==> src/rtl/prt_vtb_cm.sv <==
// -----------------------------------------------------------------------------
// prt_vtb_cm - video toolbox clock enable meter
//
// Counts CKE_IN pulses over back-to-back gate windows of G CLK_IN cycles and
// publishes each result on the status port. Each result is also sent as a
// high/low 16-bit word pair on the VPS write interface, so a toolbox clock
// generator can reproduce the measured rate.
//
// Ports:
//   CLK_IN       clock
//   RST_IN       synchronous active-high reset
//   CTL_RUN_IN   run enable; low = idle and clear measurement state
//   CTL_GATE_IN  gate window length G in CLK_IN cycles (0 = no window, 1 -> 2)
//   CKE_IN       clock enable being measured
//   STA_CNT_OUT  last measured pulse count
//   STA_OF_OUT   last measurement saturated
//   STA_VLD_OUT  one-cycle pulse when a new result is presented
//   VPS_IDX_OUT  VPS register index (P_VPS_IDX for high word, +1 for low word)
//   VPS_DAT_OUT  VPS data word
//   VPS_VLD_OUT  VPS write strobe
// -----------------------------------------------------------------------------
module prt_vtb_cm #(
   parameter int unsigned P_VPS_IDX = 2
) (
   input  logic        CLK_IN,
   input  logic        RST_IN,
   input  logic        CTL_RUN_IN,
   input  logic [31:0] CTL_GATE_IN,
   input  logic        CKE_IN,
   output logic [31:0] STA_CNT_OUT,
   output logic        STA_OF_OUT,
   output logic        STA_VLD_OUT,
   output logic [3:0]  VPS_IDX_OUT,
   output logic [15:0] VPS_DAT_OUT,
   output logic        VPS_VLD_OUT
);

   typedef enum logic [1:0] {
      ST_IDLE = 2'd0,
      ST_HI   = 2'd1,
      ST_LO   = 2'd2
   } tx_st_t;

   // Low-word index wraps mod 16 by truncation to the 4-bit index width.
   localparam logic [3:0] LP_IDX_HI = 4'(P_VPS_IDX);
   localparam logic [3:0] LP_IDX_LO = 4'(P_VPS_IDX + 32'd1);

   logic        r_run_q;
   logic        r_active;     // a window is open and past its first cycle
   logic [31:0] r_gate_cnt;   // gate count of the current cycle (0 = last)
   logic [31:0] r_pulse_cnt;
   logic        r_of;
   tx_st_t      r_tx_st;
   logic [31:0] r_sta_cnt;
   logic        r_sta_of;
   logic        r_sta_vld;
   logic [3:0]  r_vps_idx;
   logic [15:0] r_vps_dat;
   logic        r_vps_vld;

   logic        w_first;
   logic        w_last;
   logic [31:0] w_gate_eff;
   logic [31:0] w_base;
   logic        w_of_base;
   logic [31:0] w_pulse_nxt;
   logic        w_of_nxt;
   tx_st_t      w_tx_nxt;

   // Window control and saturating pulse accumulation for the current cycle.
   always_comb begin
      w_first     = 1'b0;
      w_last      = 1'b0;
      w_gate_eff  = CTL_GATE_IN;
      w_base      = 32'd0;
      w_of_base   = 1'b0;
      w_pulse_nxt = 32'd0;
      w_of_nxt    = 1'b0;
      if (CTL_GATE_IN == 32'd1) begin
         w_gate_eff = 32'd2;
      end else begin
         w_gate_eff = CTL_GATE_IN;
      end
      // The first window cycle is any run cycle with no open window; G=0
      // keeps it from opening, so the gate is re-sampled every cycle.
      w_first = r_run_q & ~r_active & (CTL_GATE_IN != 32'd0);
      w_last  = r_run_q & r_active & (r_gate_cnt == 32'd0);
      // A fresh window starts its count from zero in its first cycle.
      if (r_active) begin
         w_base    = r_pulse_cnt;
         w_of_base = r_of;
      end else begin
         w_base    = 32'd0;
         w_of_base = 1'b0;
      end
      if (CKE_IN) begin
         if (w_base == 32'hFFFF_FFFF) begin
            w_pulse_nxt = w_base;
            w_of_nxt    = 1'b1;
         end else begin
            w_pulse_nxt = w_base + 32'd1;
            w_of_nxt    = w_of_base;
         end
      end else begin
         w_pulse_nxt = w_base;
         w_of_nxt    = w_of_base;
      end
   end

   // Registered copy of the run control.
   always_ff @(posedge CLK_IN) begin
      if (RST_IN) begin
         r_run_q <= 1'b0;
      end else begin
         r_run_q <= CTL_RUN_IN;
      end
   end

   // Gate down-counter and pulse counter; windows follow each other with no gap.
   always_ff @(posedge CLK_IN) begin
      if (RST_IN || !r_run_q) begin
         r_active    <= 1'b0;
         r_gate_cnt  <= 32'd0;
         r_pulse_cnt <= 32'd0;
         r_of        <= 1'b0;
      end else if (w_first) begin
         // First cycle implicitly has count G-1; the next cycle holds G-2.
         r_active    <= 1'b1;
         r_gate_cnt  <= w_gate_eff - 32'd2;
         r_pulse_cnt <= w_pulse_nxt;
         r_of        <= w_of_nxt;
      end else if (w_last) begin
         // Closing the window makes the next cycle the first of a new one.
         r_active    <= 1'b0;
         r_gate_cnt  <= 32'd0;
         r_pulse_cnt <= 32'd0;
         r_of        <= 1'b0;
      end else if (r_active) begin
         r_gate_cnt  <= r_gate_cnt - 32'd1;
         r_pulse_cnt <= w_pulse_nxt;
         r_of        <= w_of_nxt;
      end else begin
         r_active    <= 1'b0;
         r_gate_cnt  <= 32'd0;
         r_pulse_cnt <= 32'd0;
         r_of        <= 1'b0;
      end
   end

   // Status outputs: result registered one cycle after the last window cycle.
   always_ff @(posedge CLK_IN) begin
      if (RST_IN) begin
         r_sta_cnt <= 32'd0;
         r_sta_of  <= 1'b0;
         r_sta_vld <= 1'b0;
      end else if (w_last) begin
         r_sta_cnt <= w_pulse_nxt;
         r_sta_of  <= w_of_nxt;
         r_sta_vld <= 1'b1;
      end else begin
         r_sta_vld <= 1'b0;
      end
   end

   // TX state register.
   always_ff @(posedge CLK_IN) begin
      if (RST_IN) begin
         r_tx_st <= ST_IDLE;
      end else begin
         r_tx_st <= w_tx_nxt;
      end
   end

   // TX next state; losing run aborts a pair without resending it.
   always_comb begin
      w_tx_nxt = ST_IDLE;
      if (!r_run_q) begin
         w_tx_nxt = ST_IDLE;
      end else begin
         case (r_tx_st)
            ST_IDLE: w_tx_nxt = w_last ? ST_HI : ST_IDLE;
            ST_HI:   w_tx_nxt = ST_LO;
            ST_LO:   w_tx_nxt = w_last ? ST_HI : ST_IDLE;
            default: w_tx_nxt = ST_IDLE;
         endcase
      end
   end

   // VPS outputs registered from the next state so they line up with r_tx_st.
   always_ff @(posedge CLK_IN) begin
      if (RST_IN) begin
         r_vps_idx <= 4'd0;
         r_vps_dat <= 16'd0;
         r_vps_vld <= 1'b0;
      end else begin
         case (w_tx_nxt)
            ST_HI: begin
               r_vps_vld <= 1'b1;
               r_vps_idx <= LP_IDX_HI;
               r_vps_dat <= w_pulse_nxt[31:16];
            end
            ST_LO: begin
               // r_sta_cnt already holds the result captured one cycle earlier.
               r_vps_vld <= 1'b1;
               r_vps_idx <= LP_IDX_LO;
               r_vps_dat <= r_sta_cnt[15:0];
            end
            default: begin
               r_vps_vld <= 1'b0;
            end
         endcase
      end
   end

   assign STA_CNT_OUT = r_sta_cnt;
   assign STA_OF_OUT  = r_sta_of;
   assign STA_VLD_OUT = r_sta_vld;
   assign VPS_IDX_OUT = r_vps_idx;
   assign VPS_DAT_OUT = r_vps_dat;
   assign VPS_VLD_OUT = r_vps_vld;

endmodule

==> config.mk <==
export PLATFORM = sky130hd
export DESIGN_NAME = prt_vtb_cm
export DESIGN_NICKNAME = d
export VERILOG_FILES = /design/src/rtl/prt_vtb_cm.sv
export SDC_FILE = /design/constraint.sdc
export NUM_CORES = 1
export LEC_CHECK = 0
export ABC_AREA = 1
export CORE_MARGIN = 2
export CORE_UTILIZATION = 30
export DETAILED_ROUTE_END_ITERATION = 10
export PLACE_DENSITY = 0.53
export SLEW_MARGIN = 10
export SYNTH_ARGS = -nofsm -noshare
export SYNTH_HDL_FRONTEND = slang
export SYNTH_SLANG_ARGS = --single-unit
==> constraint.sdc <==
create_clock -name CLK_IN -period 6.1 [get_ports CLK_IN]
set_input_delay 1.22 -clock CLK_IN [delete_from_list [all_inputs] [get_ports CLK_IN]]
set_output_delay 1.22 -clock CLK_IN [all_outputs]
set_load 0.1 [all_outputs]
; Word-level counts from Yosys, hierarchy flattened
; Cells that the tools add are included.
[totals]
reg_bits = 124
input_bits = 36
out_inout_bits = 55
wordCells = 60
[classes]
addsub = 3
eq_ne = 6
n_mux = 26
bitwise = 5
reduce_logical = 8
[ops]
columns = cell, n
row1 = 2-to-1 mux 32 bit, 10
row2 = "adder 32 x 1 -> 32 bit, second input constant", 1
row3 = "equality test 32 x 1 -> 1 bit, second input constant", 1
row4 = "equality test 32 bit, second input constant", 1
row5 = logical NOT 32 bit, 1
row6 = one-hot mux 16 bit (2 select lines), 1
row7 = nonzero test 32 bit, 1
row8 = "subtractor 32 x 1 -> 32 bit, second input constant", 1
row9 = "subtractor 32 x 2 -> 32 bit, second input constant", 1
row10 = 2-to-1 mux 1 bit, 12
row11 = one-hot mux 4 bit (2 select lines), 1
row12 = bitwise AND 1 bit, 4
row13 = "equality test 2 x 1 -> 1 bit, second input constant", 2
row14 = "equality test 2 bit, second input constant", 2
row15 = one-hot mux 2 bit (2 select lines), 1
row16 = OR reduction 2 bit, 2
row17 = logical NOT 2 bit, 1
row18 = 2-to-1 mux 2 bit, 1
row19 = nonzero test 2 bit, 1
row20 = logical NOT 1 bit, 1
row21 = logical OR 1 bit, 1
row22 = inverter 1 bit, 1

; Depth between registers and ports, before layout
[logic_depth]
word_depth = 8
ltp_mapped = 19
mapped_depth_nobuf = 19

; Least setup slack after synthesis
; No wires, ideal clock.
[synth_path]
path_type = input to register
start = input port CTL_GATE_IN[4]
end = register r_gate_cnt[29]
setup_time_ns = 0.070
t_arrival_ns = 3.042
t_required_ns = 6.030
path_slack_ns = 2.988
path_stages = 16
path_buffers = 0
cell_sequence = nor2_1 > nand2_1 > nor2_1 > nand2_1 > nor2_1 > nor2_2 > ha_1 > inv_1 > nor2_1 > nand2_1 > nor2_1 > nand4_1 > inv_1 > a21oi_1 > nand3b_1 > a21oi_1
[synth_via]
elab_chain_cells = 4
word_cells_on_any_way = 6
[synth_rtl]
columns = element, line_no
row1 = "start, declared", 28  ; input logic [31:0] CTL_GATE_IN,
row2 = equality test 32 x 1 -> 1 bit, 79  ; if (CTL_GATE_IN == 32'd1) begin
row3 = 2-to-1 mux 32 bit, 79
row4 = subtractor 32 x 2 -> 32 bit, 129  ; r_gate_cnt <= w_gate_eff - 32'd2;
row5 = 2-to-1 mux 32 bit (*), 126  ; end else if (w_first) begin
row6 = "end signal, assigned", 129
row7 = "end signal, assigned", 139  ; r_gate_cnt <= r_gate_cnt - 32'd1;
row8 = "end, declared", 50  ; logic [31:0] r_gate_cnt;
; Every way passes the cells marked *; elsewhere a longest branch is shown, timed or not.
; A chain may end at the register's enable or synchronous reset.

; Final worst setup path
[layout_path]
start = input port CTL_GATE_IN[3]
end = register r_gate_cnt[29]
; The elaborated chain is that of the path after synthesis.

==> reports/qor.yml <==
status: "finished, final reports clean"
finalSetupViolCount: 0
htree_levels: 4
cts_buffers: 17
antenna_found_initial: 0
critPathRequiredTime_ps: 6440
grt_overflow: 0
fin_nets: 1312
period_share_pct: 64.81
tns_ps: 0
cts_buffer_depth: 2
cts_tree: "done"
finalPower_mw: 2.036
post_cts_buffers: 0
post-route-min-period_ps: 3954
avgRoutedWirePerCell_um: 15.22
wl_met2_um: 11270
fp.dieW_um: 163.2
wl_met1_um: 11890
yosysMostFrequentCell: "nand2_1"
nFillCells: 2752
utilization_pct: 37.22
synth_warnings: 0
design.die.area_mm2: 0.02663
drt-initial-drc-count: 647
max_freq_mhz: 252.9
cts.clk_slew.worst_paths_ps: 70
setup_ws_ps: 2146
cp_max_fo: 9
netlist_top_cells_area: "dfxtp_1, nand2_1, nand3_1"
port-buffer-count: 88
ant_nets: 0
synth_top_area_share_pct: 32.12
start_util_pct: 30.37
rsz0062_at_grt: "false"
hold_path_class: "flop to flop"
maxCapViolations: 0
multi_input_area_mm2: 0.004380
yosysSeqAreaShare_pct: 32.12
end_kind: "flop"
ys_seq_elements: 122
netlist-cell-type-count: 42
grt_pass1_vias: 7198
clock_sinks: 122
cts.repair.resized: 0
cp.arrival_ps: 4290
criticalPathCategory: "input pin to flop"
antenna-diode-count: 0
postCtsHoldBufs: 0
finalHoldViolCount: 0
dr_wl_met3_um: 1004
slew_headroom_pct: 22.50
post-place-ws_ps: 1651
vias: 7802
dpl-instance-area_mm2: 0.008730
start_kind: "input pin"
r2r_slack_ps: 2900
power_leakage_nw: 4.076
fin_skew_ps: 11.36
wl_um: 24570
viasPerCell: 4.834
clk_latency_ps: 420
areaGrowthSynthToFinish_pct: 22.56
drtPass1Iterations: 6
coreArea_mm2: 0.02504
drc: 0
power_density_mw_per_mm2: 218.5
layout-drive-gt1-share_pct: 8.567
die_h_um: 163.2
postSynthAreaPerCell_um2: 6.347
ys_top_cells_by_count: "nand2_1, nor2_1, nand3_1, inv_1, dfxtp_1"
clockRootBuffer: "clkbuf_16"
grt_first_pass_wirelength_um: 39070
rows: 58
tightest_slew_ps: 1161
synthArstFlopShare_pct: 0
dp_hpwl_um: 18360
track_usage_pct: 18.73
ir_drop_v: 0.0001636
gp_congestion: 0.8638
top_layer: "met4"
synth_cells: 1198
synth.cell_area_mm2: 0.007604
regArea_mm2: 0.002444
synth.largest_area_cell: "dfxtp_1"
synth-edff-count: 0
grt_max_degree: 63
maxSlewViolCount: 0
synth-main-ff-cell: "dfxtp_1"
postLayoutCellArea_mm2: 0.009319
io_pins: 91
[through the flow]
stage | hold slack (ps) | cells
after floorplan | 400.2 | 1199
after global placement | 408.0 | 1582
after detailed placement | 413.7 | 1582
after CTS | 425.8 | 1614
after global routing | 437.5 | 1614
final | 424.3 | 1614
[cell usage in the layout (no fill, tap or decap), drive strengths merged, types with 7 or more instances in the layout]
cell           instances
a21oi                 78
buf                    7
clkbuf                20
clkdlybuf4s50         88
dfxtp                122
inv                  154
nand2                265
nand3                172
nand4                 26
nor2                 196
nor3                  17
o21ai                 57
o21bai                 8
xor2                  32
[path summary, 6_finish.rpt]
kind,cells past startpoint,startpoint,to
setup / recovery,17,CTL_GATE_IN[3],r_gate_cnt[29]
hold / removal,1,r_tx_st[0],r_tx_st[0]
setup reg to reg,14,r_gate_cnt[9],VPS_DAT_OUT[4]
hold reg to reg,1,r_tx_st[0],r_tx_st[0]
[state kept, by name, summed over array words and instances, names as in the netlist]
register	count
STA_CNT_OUT	32
STA_OF_OUT	1
STA_VLD_OUT	1
VPS_DAT_OUT	16
VPS_IDX_OUT	2
VPS_VLD_OUT	1
r_active	1
r_gate_cnt	32
r_of	1
r_pulse_cnt	32
r_run_q	1
r_tx_st	2
[worst max-delay path, cell delays in order]
cell	delay [ps]
clkdlybuf4s50_1	550
nor2_1	140
nand2_1	100
nor2_1	40
nand2_1	70
nor2_1	60
nor2_2	330
ha_1	250
inv_1	40
nor2_1	170
nand2_1	110
nor2_1	320
nand4_1	310
inv_1	180
a21oi_1	70
nand3b_1	160
a21oi_1	160
[per-layer routing]
layer | global-route usage, % | vias to the layer above
met2 | 29.96 | 197
met1 | 26.18 | 3570
met4 | 5.672 | 0
met5 | 0 | -
met3 | 2.463 | 25
li1 | - | 4010
[final cells by class]
| cell class | count | area share [%] |
|---|---|---|
| Inverter | 149 | 6.002 |
| Multi-Input combinational cell | 886 | 47.01 |
| Clock buffer | 20 | 4.901 |
| Timing Repair Buffer | 95 | 10.02 |
| Tap cell | 330 | 4.431 |
| Sequential cell | 122 | 26.22 |
| Clock inverter | 12 | 1.423 |
[logic make-up after synthesis]
group	share of synthesized area (%)
AOI/OAI and AO/OA	10.24
xor gates and xnor gates	4.377
adders and majority gates	0.8228
buffers and inverters	10.42
DFF	32.12
other	0.04932
and+or+nand+nor	41.98
[power by group]
group / total, mW / internal (mW) / switching [mW]
logic: 0.201 / 0.0690 / 0.132
registers: 0.807 / 0.802 / 0.00507
clock network: 1.03 / 0.597 / 0.431
Power figures use the tool's default switching activity.
